### src/rtl/blk_8f40f0.sv
// IJTAG segment-insertion-bit array: one SIB per child segment.
// Ports: ijtag_tck/ijtag_reset (sync, active-high); ijtag_sel/si/ce/se/ue
//   network controls; ijtag_from_so/seg_status per-child inputs; ijtag_so
//   scan out; ijtag_to_* child scan-in, select and broadcast controls;
//   seg_open (update shadow) and onehot_err (sticky multi-open flag).
module blk_8f40f0 #(
    parameter int NUM_SEG        = 4,
    parameter int CAPTURE_STATUS = 0,
    parameter int ONE_HOT        = 0
) (
    input  logic               ijtag_tck,
    input  logic               ijtag_reset,
    input  logic               ijtag_sel,
    input  logic               ijtag_si,
    input  logic               ijtag_ce,
    input  logic               ijtag_se,
    input  logic               ijtag_ue,
    input  logic [NUM_SEG-1:0] ijtag_from_so,
    input  logic [NUM_SEG-1:0] seg_status,
    output logic               ijtag_so,
    output logic [NUM_SEG-1:0] ijtag_to_si,
    output logic [NUM_SEG-1:0] ijtag_to_sel,
    output logic               ijtag_to_ce,
    output logic               ijtag_to_se,
    output logic               ijtag_to_ue,
    output logic               ijtag_to_reset,
    output logic [NUM_SEG-1:0] seg_open,
    output logic               onehot_err
);

    logic [NUM_SEG-1:0] sib_q, sib_d;
    logic [NUM_SEG-1:0] sib_upd_q, sib_upd_d;
    logic [NUM_SEG-1:0] to_en_q, to_en_d;
    logic               onehot_err_q, onehot_err_d;

    logic [NUM_SEG-1:0] to_si;
    logic [NUM_SEG-1:0] shift_src;
    logic [NUM_SEG-1:0] cap_src;
    logic [NUM_SEG-1:0] low_bit;
    logic               multi_open;

    // Each SIB feeds the next; an open segment splices its child chain in
    // front of its own SIB, a closed one bypasses the child entirely.
    always_comb begin
        to_si[0] = ijtag_si;
        for (int k = 1; k < NUM_SEG; k++) begin
            to_si[k] = sib_q[k-1];
        end
        for (int k = 0; k < NUM_SEG; k++) begin
            shift_src[k] = sib_upd_q[k] ? ijtag_from_so[k] : to_si[k];
        end
    end

    assign cap_src = (CAPTURE_STATUS != 0) ? seg_status : '0;

    // Two's-complement trick isolates the lowest set bit.
    assign low_bit    = sib_q & (-sib_q);
    assign multi_open = (sib_q & (sib_q - NUM_SEG'(1))) != '0;

    always_comb begin
        sib_d        = sib_q;
        sib_upd_d    = sib_upd_q;
        to_en_d      = sib_upd_q;
        onehot_err_d = onehot_err_q;
        if (ijtag_reset) begin
            sib_d        = '0;
            sib_upd_d    = '0;
            to_en_d      = '0;
            onehot_err_d = 1'b0;
        end else if (ijtag_sel) begin
            if (ijtag_ce) begin
                sib_d = cap_src;
            end else if (ijtag_se) begin
                sib_d = shift_src;
            end
            // Update samples the pre-edge SIBs, so a same-edge shift or
            // capture does not leak into the shadow.
            if (ijtag_ue) begin
                if ((ONE_HOT != 0) && multi_open) begin
                    sib_upd_d    = low_bit;
                    onehot_err_d = 1'b1;
                end else begin
                    sib_upd_d = sib_q;
                end
            end
        end
    end

    always_ff @(posedge ijtag_tck) begin
        sib_q        <= sib_d;
        sib_upd_q    <= sib_upd_d;
        to_en_q      <= to_en_d;
        onehot_err_q <= onehot_err_d;
    end

    assign ijtag_to_si    = to_si;
    assign ijtag_so       = sib_q[NUM_SEG-1];
    assign ijtag_to_sel   = to_en_q & {NUM_SEG{ijtag_sel}};
    assign ijtag_to_ce    = ijtag_ce;
    assign ijtag_to_se    = ijtag_se;
    assign ijtag_to_ue    = ijtag_ue;
    assign ijtag_to_reset = ijtag_reset;
    assign seg_open       = sib_upd_q;
    assign onehot_err     = (ONE_HOT != 0) ? onehot_err_q : 1'b0;

endmodule

### config.mk
export PLATFORM = sky130hd
export DESIGN_NAME = blk_8f40f0
export DESIGN_NICKNAME = d
export VERILOG_FILES = /design/src/rtl/blk_8f40f0.sv
export SDC_FILE = /design/constraint.sdc
export NUM_CORES = 1
export LEC_CHECK = 0
export ABC_AREA = 1
export CORE_UTILIZATION = 37
export CTS_BUF_LIST = sky130_fd_sc_hd__clkbuf_4 sky130_fd_sc_hd__clkbuf_8 sky130_fd_sc_hd__clkbuf_16
export DETAILED_ROUTE_END_ITERATION = 10
export PLACE_DENSITY_LB_ADDON = 0.3
export SLEW_MARGIN = 20
export SYNTH_ARGS = -nofsm -noshare
export SYNTH_HDL_FRONTEND = slang
export SYNTH_SLANG_ARGS = --single-unit
### constraint.sdc
create_clock -name ijtag_tck -period 1.8 [get_ports ijtag_tck]
set_input_delay 0.27 -clock ijtag_tck [delete_from_list [all_inputs] [get_ports ijtag_tck]]
set_output_delay 0.27 -clock ijtag_tck [all_outputs]
set_load 0.02 [all_outputs]
## Word level (Yosys, flattened, before mapping)

Index checks and enable logic that the tools add are counted.

- Logic and storage cells: 13
- Bits of input ports: 15
- Register bits after elaboration: 12
- Output and inout bits: 18

- Muxes and demuxes: 6
- Bitwise operators: 1
- Reductions and logical operators: 3

Operators with widths:

| cell | number |
|---|---|
| two-way mux 4 bit | 2 |
| AND 4 bit | 1 |
| two-way mux 1 bit | 4 |
| AND reduction 2 bit | 2 |
| nonzero test 2 bit | 1 |

## Logic depth before layout (Yosys ltp)

Gate-level depths: netlist of run 1.

- Word-level depth: 3
- Gate-level depth with buffers: 5

## Worst setup path after synthesis of run 1

OpenSTA, ideal clock, no wires.

- Path kind: flip-flop to flip-flop
- Start point: register sib_upd_q[1] (netlist: seg_open[1])
- End point: register sib_q[1]
- Library setup time: 132 ps
- Setup slack: 942 ps
- Path buffers: 0
- Cell stages (with the launch flop): 6
- Data required time: 1,668 ps
- Clock period less this slack: 858 ps
- Arrival: 726 ps
- Cells stage by stage: dfxtp_1 inv_1 nand2_1 nand2_1 nand2_1 a21oi_1

- Cells in the longest elaborated chain, start to end: 3

RTL lines:

| what | RTL line | source |
|---|---|---|
| start: declaration | 32 | `logic [NUM_SEG-1:0] sib_upd_q, sib_upd_d;` |
| start signal: assignment | 91 | `sib_upd_q <= sib_upd_d;` |
| two-way mux 1 bit | 50 | `shift_src[k] = sib_upd_q[k] ? ijtag_from_so[k] : to_si[k];` |
| two-way mux 4 bit | 73 | `end else if (ijtag_se) begin` |
| two-way mux 4 bit | 71 | `if (ijtag_ce) begin` |
| end signal: assignment | 90 | `sib_q <= sib_d;` |
| end: declaration | 31 | `logic [NUM_SEG-1:0] sib_q, sib_d;` |

No other way between the ends. The select of a mux whose other input is x is not followed.
A chain may end at the register's enable or synchronous reset.

## Final worst setup path of run 1

- Start point: input port ijtag_se
- End point: output port ijtag_to_se

RTL lines:

| what | RTL line | source |
|---|---|---|
| start: declaration | 16 | `input logic ijtag_se,` |
| end: declaration | 24 | `output logic ijtag_to_se,` |

No word-level cell between the ends.

==> impl_results.rst, run 1 <==
.. list-table::
   :header-rows: 1

   * - Metric
     - Value
   * - Status
     - finished, final reports clean
   * - Setup crit start kind
     - primary input
   * - Final setup skew
     - 0.000876 ns
   * - Fraction of final layout cells sized beyond drive strength 1
     - 8.00%
   * - Number of vias per cell after detailed routing
     - 4.39
   * - Pre-Repair DR Iteration Count
     - 4
   * - Largest area contributor in the netlist
     - sky130_fd_sc_hd__dfxtp_1
   * - Worst Setup End Kind
     - output pin
   * - Xor/xnor share of the synthesized area
     - 0%
   * - Core region area
     - 1300 um^2
   * - Class of the most critical hold timing path
     - flip-flop to flip-flop
   * - Top-level port count
     - 33
   * - #FFs+latches synth
     - 12
   * - Worst supply voltage drop on vdd
     - 0.402 mV
   * - Gpl congestion
     - 0.743
   * - Mean area per synthesized cell
     - 7.08 um^2
   * - Slowest library cell on the worst path
     - sky130_fd_sc_hd__clkdlybuf4s50_1
   * - Arrival time worst endpoint
     - 1.38 ns
   * - Area delta synth->final
     - 56.9%
   * - Setup CP Type
     - primary input to output pin
   * - Crit-path max FO
     - 3
   * - Number of violations reported at the end of detailed-routing iteration 0
     - 3
   * - IO buf count
     - 27
   * - Leakage power of the design
     - 0.000383 uW
   * - Synthesized instance count
     - 73
   * - Total Routed Length
     - 1.08 mm
   * - Number of library cell types mapped by synthesis
     - 13
   * - Total global-route track usage
     - 17.1%
   * - Share of synthesized cell area in full adder, half adder and majority cells
     - 0%
   * - Synth Cell Area
     - 517 um^2
   * - Vias in the first global route
     - 417
   * - RSZ-0062 raised after global routing
     - no
   * - Final setup vio count
     - 0
   * - Simple-gate share of the synthesized area
     - 25.4%
   * - Cell type with the highest occurrence count on the critical path
     - sky130_fd_sc_hd__clkdlybuf4s50_1
   * - NumNets Final
     - 116
   * - Library cell used as clock root buffer
     - sky130_fd_sc_hd__clkbuf_4
   * - Die Width
     - 39.4 um
   * - Family with the most delay on the worst path
     - buffers and inverters
   * - Final number of max-transition violations
     - 0
   * - Min Hold Slack
     - 0.482 ns
   * - Post-detailed-placement half-perimeter wirelength
     - 790 um
   * - Residual antenna-violating net count after detailed routing
     - 0
   * - Clock tree from TritonCTS
     - done
   * - Maximum clock frequency
     - 605 MHz
   * - CTS sink cnt
     - 12
   * - Final Cycle Share
     - 91.8%
   * - Data required, critical path
     - 1.53 ns
   * - Antenna violations before repair
     - 0
   * - Number of cells in the finished layout apart from fillers
     - 115
   * - Worst-Skew Late Latency
     - 0.27 ns
   * - Area enclosed by the die boundary
     - 1550 um^2
   * - CTS Buffer Depth
     - 2
   * - Clock H-tree levels
     - 1
   * - Die extent in y
     - 39.4 um
   * - Sequential area share after synthesis
     - 46.5%
   * - PD cells
     - 738 nW/um^2
   * - Worst path bufs/invs
     - 2
   * - Number of setup buffers added after CTS
     - 0
   * - Dominant combinational cell family by area after synthesis
     - simple AND/OR/NAND/NOR gates
   * - Grt ovf
     - 0
   * - Fin Setup TNS
     - 0 ns
   * - Max Cap Viol
     - 0
   * - Clock slew seen by the registers of the worst setup and hold paths
     - 0.07 ns
   * - Syn. warnings
     - 0
   * - Maximum cell stage delay along the critical path
     - 0.61 ns
   * - Top library cells by usage in the layout, fill and taps aside
     - sky130_fd_sc_hd__nand2_1, sky130_fd_sc_hd__clkdlybuf4s50_1, sky130_fd_sc_hd__dfxtp_1
   * - Total count of hold-check failures in the final report
     - 0
   * - Top post-synthesis cells by area
     - sky130_fd_sc_hd__dfxtp_1, sky130_fd_sc_hd__nand2_1, sky130_fd_sc_hd__buf_4, sky130_fd_sc_hd__inv_1, sky130_fd_sc_hd__a211oi_1
   * - Remaining DRCs
     - 0
   * - Most common cell after layout, fill and taps aside
     - sky130_fd_sc_hd__nand2_1
   * - Routed len/inst
     - 9.38 um
   * - Series of cell instances along the critical path
     - clkdlybuf4s50_1 -> clkdlybuf4s50_1
   * - Total number of vias
     - 505
   * - Area fraction of the dominant cell type after synthesis
     - 46.5%
   * - Largest net degree at the start of global routing
     - 13
   * - N_diodes
     - 0
   * - Cell Count Post-Placement
     - 111
   * - Effective utilization at floorplan
     - 39.7%
   * - Minimum clock period after layout
     - 1.65 ns
   * - Compound-cell area share of the yosys netlist
     - 10.7%
   * - Site row count
     - 13
   * - First-pass GRT wire length
     - 1.70 mm
   * - Net count after synthesis
     - 88
   * - Number of CTS-inserted buffers
     - 3
   * - Mux share of post-synthesis cell area
     - 0%
-- worst reg2reg max path, stage by stage (launching register included) --
cell	delay [ns]
sky130_fd_sc_hd__dfxtp_1	0.35
sky130_fd_sc_hd__inv_1	0.08
sky130_fd_sc_hd__a211oi_1	0.25
-- flip-flops by register name (all words and copies together), names as in the netlist --
signal and cells:
sib_q 4, to_en_q 4, seg_open 4
-- report_power, final --
part	internal, uW	switching (uW)	leakage (uW)	total (uW)
combinational	54.3	52.1	0.000264	106
sequential	275	5.37	0.0000978	280
clock	123	89.0	0.0000210	212
-- through the flow --
| step | cell area (um^2) | total power [uW] | setup WS, ns | util, % |
|---|---|---|---|---|
| 3_5_place_dp | 779 | 395 | -0.0356 | 59.9 |
| 2_1_floorplan | 517 | 341 | 0.942 | - |
| 4_1_cts | 811 | 606 | 0.144 | 62.3 |
| 6_report | 811 | 599 | 0.148 | 62.3 |
| 3_3_place_gp | 779 | 393 | -0.0316 | 59.9 |
| 5_1_grt | 811 | 630 | 0.111 | 62.3 |
-- timing repair --
action | in CTS | in global routing
hold endpoints to repair | 0 | 0
resized for setup | 4 | 0
setup endpoints to repair | 4 | 0
hold buffers | 0 | 0
-- per-layer routing --
layer,routed length (um),GRT usage [%],vias up
li1,-,-,270
met1,462,18.9,212
met2,518,28.3,21
met3,93,5.11,2
met4,5,10.3,0
met5,0,0,-
-- layout make-up --
| cell class | instances | area [um^2] |
|---|---|---|
| Clock buffer | 4 | 36.3 |
| Fill cell | 124 | 490 |
| Inverter | 10 | 37.5 |
| Multi-Input combinational cell | 44 | 190 |
| Sequential cell | 12 | 240 |
| Tap cell | 15 | 18.8 |
| Timing Repair Buffer | 30 | 288 |
-- cells by family after synthesis --
logic type / Yosys count
and+or+nand+nor: 34
other: 1
DFF: 12
AOI/OAI and AO/OA: 9
buffers and inverters: 17
-- cells in the mapped netlist --
master	n
sky130_fd_sc_hd__inv_1	9
sky130_fd_sc_hd__a21oi_1	4
sky130_fd_sc_hd__conb_1	1
sky130_fd_sc_hd__a211oi_1	4
sky130_fd_sc_hd__nand2_1	24
sky130_fd_sc_hd__buf_4	6
sky130_fd_sc_hd__nand3_1	1
sky130_fd_sc_hd__o21ai_0	1
sky130_fd_sc_hd__nand2_2	1
sky130_fd_sc_hd__clkinv_1	1
sky130_fd_sc_hd__nor2_1	8
sky130_fd_sc_hd__clkbuf_1	1
sky130_fd_sc_hd__dfxtp_1	12
-- worst paths after layout --
check        slack [ns]          end  depth (start not counted)         from
min reg2reg        0.48     sib_q[3]                          2     sib_q[3]
max                0.15  ijtag_to_se                          2     ijtag_se
max reg2reg        1.04  seg_open[2]                          2  seg_open[2]
min                0.48     sib_q[3]                          2     sib_q[3]
Note: power is estimated with default switching activity, not from simulation.
==> inputs of run 2 (changes only) <==
Settings changed: CORE_MARGIN set to 2.
==> run 2 against run 1 <==
Die area up 10%. Cell area unchanged. Count of clock-buffer cells in the layout unchanged. Sequential power about the same. Global-route usage down 3.0 points. Final cell count unchanged. Combinational power about the same. Largest cell class unchanged.
==> impl_results.rst, run 2 (synthesis results as in run 1) <==
.. list-table::
   :header-rows: 1

   * - Metric
     - Value
   * - Total of hold buffers inserted after clock tree synthesis
     - 0
   * - Max Cap Viol
     - 0
   * - First-pass GRT wire length
     - 1.60 mm
   * - Final setup skew
     - 0.00128 ns
   * - Clock H-tree levels
     - 1
   * - Area delta synth->final
     - 56.9%
   * - Worst Setup End Kind
     - output pin
   * - Worst supply voltage drop on vdd
     - 0.458 mV
   * - CTS sink cnt
     - 12
   * - NumNets Final
     - 116
   * - Vias in the first global route
     - 418
   * - Residual antenna-violating net count after detailed routing
     - 0
   * - Setup CP Type
     - primary input to output pin
   * - Site row count
     - 13
   * - Series of cell instances along the critical path
     - clkdlybuf4s50_1 -> clkdlybuf4s50_1
   * - Slowest library cell on the worst path
     - sky130_fd_sc_hd__clkdlybuf4s50_1
   * - Minimum clock period after layout
     - 1.65 ns
   * - Gpl congestion
     - 0.744
   * - Total count of hold-check failures in the final report
     - 0
   * - Core region area
     - 1300 um^2
   * - Fin Setup TNS
     - 0 ns
   * - Final number of max-transition violations
     - 0
   * - Total global-route track usage
     - 14.0%
   * - Number of CTS-inserted buffers
     - 3
   * - Cell type with the highest occurrence count on the critical path
     - sky130_fd_sc_hd__clkdlybuf4s50_1
   * - Final Cycle Share
     - 91.9%
   * - Worst-Skew Late Latency
     - 0.27 ns
   * - IO buf count
     - 27
   * - Leakage power of the design
     - 0.000383 uW
   * - Remaining DRCs
     - 0
   * - Clock slew seen by the registers of the worst setup and hold paths
     - 0.07 ns
   * - PD cells
     - 736 nW/um^2
   * - Arrival time worst endpoint
     - 1.38 ns
   * - Crit-path max FO
     - 3
   * - Final core area utilization
     - 62.3%
   * - Family with the most delay on the worst path
     - buffers and inverters
   * - Cell Count Post-Placement
     - 111
   * - Area enclosed by the die boundary
     - 1710 um^2
   * - Final setup vio count
     - 0
   * - N_diodes
     - 0
   * - Antenna violations before repair
     - 0
   * - Top-level port count
     - 33
   * - Routed len/inst
     - 9.03 um
   * - Number of violations reported at the end of detailed-routing iteration 0
     - 5
   * - Maximum clock frequency
     - 604 MHz
   * - Most common cell after layout, fill and taps aside
     - sky130_fd_sc_hd__nand2_1
   * - Number of setup buffers added after CTS
     - 0
   * - Area of the multi-input gates
     - 190 um^2
   * - Class of the most critical hold timing path
     - flip-flop to flip-flop
   * - Top library cells by usage in the layout, fill and taps aside
     - sky130_fd_sc_hd__nand2_1, sky130_fd_sc_hd__clkdlybuf4s50_1, sky130_fd_sc_hd__dfxtp_1
   * - Effective utilization at floorplan
     - 39.7%
   * - Maximum cell stage delay along the critical path
     - 0.61 ns
   * - Area occupied by registers
     - 240 um^2
   * - Worst Setup Slack, final
     - 0.145 ns
   * - Number of cells in the finished layout apart from fillers
     - 115
   * - Grt ovf
     - 0
   * - Die Width
     - 41.4 um
   * - Post-detailed-placement half-perimeter wirelength
     - 812 um
   * - Worst path bufs/invs
     - 2
   * - Total Routed Length
     - 1.04 mm
   * - RSZ-0062 raised after global routing
     - no
   * - Worst Setup Slack post-DPL
     - -0.0429 ns
   * - Filler Cell Count
     - 132
   * - Setup crit start kind
     - primary input
   * - Pre-Repair DR Iteration Count
     - 3
   * - Library cell used as clock root buffer
     - sky130_fd_sc_hd__clkbuf_4
   * - Status
     - finished, final reports clean
   * - CTS Buffer Depth
     - 2
   * - Die extent in y
     - 41.4 um
   * - Data required, critical path
     - 1.53 ns
   * - Min Hold Slack
     - 0.486 ns
   * - Largest net degree at the start of global routing
     - 13
   * - Number of vias per cell after detailed routing
     - 4.39
   * - Clock tree from TritonCTS
     - done
   * - Fraction of final layout cells sized beyond drive strength 1
     - 8.00%
   * - Total number of vias
     - 505
[run 2: final timing paths]
kind / slack, ns / startpoint / depth (start not counted) / end
max: 0.15 / ijtag_ce / 2 / ijtag_to_ce
min: 0.49 / sib_q[3] / 2 / sib_q[3]
max reg2reg: 1.04 / seg_open[3] / 5 / sib_q[3]
min reg2reg: 0.49 / sib_q[3] / 2 / sib_q[3]
[run 2: where the power goes]
group	internal [uW]	switching (uW)	leakage, uW
registers	275	5.47	0.0000978
logic	54.3	51.7	0.000264
clock network	123	87.5	0.0000210
[run 2: worst min-delay path: cells and delay by family, from the launching register on]
kind / cells / cell delay, ns
DFF: 1 / 0.33
AOI/OAI and AO/OA: 1 / 0.05
and+or+nand+nor: 1 / 0.06
[run 2: repair_timing]
item                                    4_1_cts  5_1_grt
endpoints found under the setup margin        4        0
endpoints found under the hold margin         0        0
gates resized for setup                       4        0
[run 2: area by class of cell]
class                           instances  share of cell area (%)
Sequential cell                        12                    29.6
Multi-Input combinational cell         44                    23.5
Clock buffer                            4                    4.48
Timing Repair Buffer                   30                    35.5
Inverter                               10                    4.63
Tap cell                               15                    2.31
[run 2: routing by layer]
layer / track usage (%) / wire length [um]
met5: 0 / 0
met4: 7.26 / 14
met3: 1.60 / 67
met2: 25.0 / 500
met1: 16.4 / 456
[run 2: through the flow]
step / power, uW / area, um^2
3_3_place_gp: 393 / 779
3_5_place_dp: 395 / 779
6_report: 597 / 811
5_1_grt: 618 / 811
2_1_floorplan: 341 / 517
4_1_cts: 601 / 811
==> inputs of run 3 (changes only) <==
Settings changed: ABC_CLOCK_PERIOD_IN_PS set to 1800, CORE_UTILIZATION 37 to 39, CTS_BUF_LIST sky130_fd_sc_hd__clkbuf_4 sky130_fd_sc_hd__clkbuf_8 sky130_fd_sc_hd__clkbuf_16 to sky130_fd_sc_hd__clkbuf_4 sky130_fd_sc_hd__clkbuf_8.
==> run 3 against run 2 <==
Die area fell by 4.6%. Global-route usage rose by 1.9 points. Sequential share of layout area did not move. Power barely moved. Via count fell by 2.6%. Critical path type unchanged. Largest power group unchanged.
==> impl_results.rst, run 3 (synthesis results as in run 1) <==
.. list-table::
   :header-rows: 1

   * - Metric
     - Value
   * - Switching share of power
     - 24.3%
   * - Total number of vias
     - 492
   * - Min Hold Slack
     - 0.484 ns
   * - First element of the critical path
     - ijtag_ce
   * - Number of CTS-inserted buffers
     - 3
   * - Switching power total
     - 145 uW
   * - Area of the multi-input gates
     - 190 um^2
   * - Maximum cell stage delay along the critical path
     - 0.61 ns
   * - Maximum clock frequency
     - 607 MHz
   * - First-pass GRT wire length
     - 1.77 mm
   * - Largest net degree at the start of global routing
     - 13
   * - Pre-Repair DR Iteration Count
     - 4
   * - Series of cell instances along the critical path
     - clkdlybuf4s50_1 -> clkdlybuf4s50_1
   * - Clock tree from TritonCTS
     - done
   * - Worst Reg2Reg Path Length in Cells
     - 5
   * - Residual antenna-violating net count after detailed routing
     - 0
   * - Crit-path max FO
     - 3
   * - Worst supply voltage drop on vdd
     - 0.588 mV
   * - Logic pwr share
     - 17.9%
   * - Worst path bufs/invs
     - 2
   * - Crit Reg-Reg Startpoint
     - seg_open[0]
   * - Total Routed Length
     - 1.09 mm
   * - Reg-to-Reg End
     - sib_q[0]
   * - Grt ovf
     - 0
   * - Cell Count Post-Placement
     - 111
   * - Number of violations reported at the end of detailed-routing iteration 0
     - 5
   * - Internal power consumption
     - 452 uW
   * - Most common cell after layout, fill and taps aside
     - sky130_fd_sc_hd__nand2_1
   * - Number of cells on the worst hold path
     - 2
   * - RSZ-0062 raised after global routing
     - no
   * - Core region area
     - 1270 um^2
   * - Vias in the first global route
     - 447
   * - Fraction of power consumed by sequential logic
     - 47.0%
   * - End point of the most critical hold path
     - sib_q[3]
   * - N_diodes
     - 0
   * - Number of cells in the finished layout apart from fillers
     - 115
   * - Area delta synth->final
     - 56.9%
   * - Clock slew seen by the registers of the worst setup and hold paths
     - 0.08 ns
   * - CTS Buffer Depth
     - 2
   * - Family with the most delay on the worst path
     - buffers and inverters
   * - Area enclosed by the die boundary
     - 1630 um^2
   * - Fin Setup TNS
     - 0 ns
   * - Minimum clock period after layout
     - 1.65 ns
   * - Final core area utilization
     - 63.9%
   * - Post-detailed-placement half-perimeter wirelength
     - 811 um
   * - Effective utilization at floorplan
     - 40.7%
   * - Final setup skew
     - 0.000522 ns
   * - Clock power share
     - 35.1%
   * - Min-Delay Startpoint
     - sib_q[3]
   * - Max Cap Viol
     - 0
   * - Library cell used as clock root buffer
     - sky130_fd_sc_hd__clkbuf_4
   * - IO buf count
     - 27
   * - Final setup vio count
     - 0
   * - Data required, critical path
     - 1.53 ns
   * - Gpl congestion
     - 0.745
   * - Total count of hold-check failures in the final report
     - 0
   * - Routed len/inst
     - 9.48 um
   * - Antenna violations before repair
     - 0
   * - PD cells
     - 737 nW/um^2
   * - Fraction of final layout cells sized beyond drive strength 1
     - 8.00%
   * - Total global-route track usage
     - 16.0%
   * - Site row count
     - 13
   * - Setup crit start kind
     - primary input
   * - CTS sink cnt
     - 12
   * - Remaining DRCs
     - 0
   * - Final Cycle Share
     - 91.5%
   * - Leakage power of the design
     - 0.000383 uW
   * - Top-level port count
     - 33
   * - Worst Setup End Kind
     - output pin
   * - Filler Cell Count
     - 120
   * - Clock H-tree levels
     - 1
   * - Final number of max-transition violations
     - 0
   * - NumNets Final
     - 116
   * - Top library cells by usage in the layout, fill and taps aside
     - sky130_fd_sc_hd__nand2_1, sky130_fd_sc_hd__clkdlybuf4s50_1, sky130_fd_sc_hd__dfxtp_1
   * - Number of vias per cell after detailed routing
     - 4.28
   * - Class of the most critical hold timing path
     - flip-flop to flip-flop
   * - Worst-Skew Late Latency
     - 0.26 ns
   * - Arrival time worst endpoint
     - 1.38 ns
   * - Area occupied by registers
     - 240 um^2
   * - Die Width
     - 40.4 um
   * - Setup CP Type
     - primary input to output pin
   * - Die extent in y
     - 40.4 um
   * - Cell type with the highest occurrence count on the critical path
     - sky130_fd_sc_hd__clkdlybuf4s50_1
   * - Reg2reg setup slack
     - 0.97 ns
   * - Slowest library cell on the worst path
     - sky130_fd_sc_hd__clkdlybuf4s50_1
   * - Status
     - finished, final reports clean
   * - Total of hold buffers inserted after clock tree synthesis
     - 0
## run 3: cell counts in the layout (fill, tap and decap cells not counted)
Identical to the previous run, type by type.
## run 3: metal layers
layer / vias up / track usage, % / share of wire [%]
met1: 205 / 18.9 / 43
met3: 2 / 1.67 / 7.4
met4: 0 / 5.00 / 1.1
met2: 17 / 29.4 / 48
met5: - / 0 / 0
li1: 268 / - / -
## run 3: cell type report
cell class	count	share of cell area (%)
inverters	10	4.63
repair buffers	30	35.5
well taps	15	2.31
multi-input cells	44	23.5
clock buffers	4	4.48
flip-flops and latches	12	29.6
## run 3: worst max-delay path by stage
stage / to / cells past startpoint
global route: ijtag_to_ce / 2
floorplan: sib_q[1] / 5
finish: ijtag_to_ce / 2
detailed placement: ijtag_to_sel[3] / 4
CTS: ijtag_to_ce / 2
global placement: ijtag_to_sel[2] / 4
## run 3: timing repair
| action | in CTS | in global routing |
|---|---|---|
| endpoints found under the setup margin | 4 | 0 |
| setup buffers | 0 | 0 |
| gates resized for setup | 4 | 0 |
## run 3: power by group through the flow
stage | registers, uW | logic (uW) | clock network (uW)
after global placement | 286 | 107 | 0
final | 280 | 107 | 210
after detailed placement | 287 | 108 | 0
after CTS | 281 | 107 | 211
after global routing | 282 | 116 | 225
after floorplan | 294 | 46.8 | 0
## run 3: metrics by stage
step,setup WS [ns],cell area (um^2),total power [uW]
5_1_grt,0.105,811,624
4_1_cts,0.149,811,599
6_report,0.152,811,597
3_3_place_gp,-0.0278,779,393
2_1_floorplan,0.942,517,341
3_5_place_dp,-0.0393,779,395
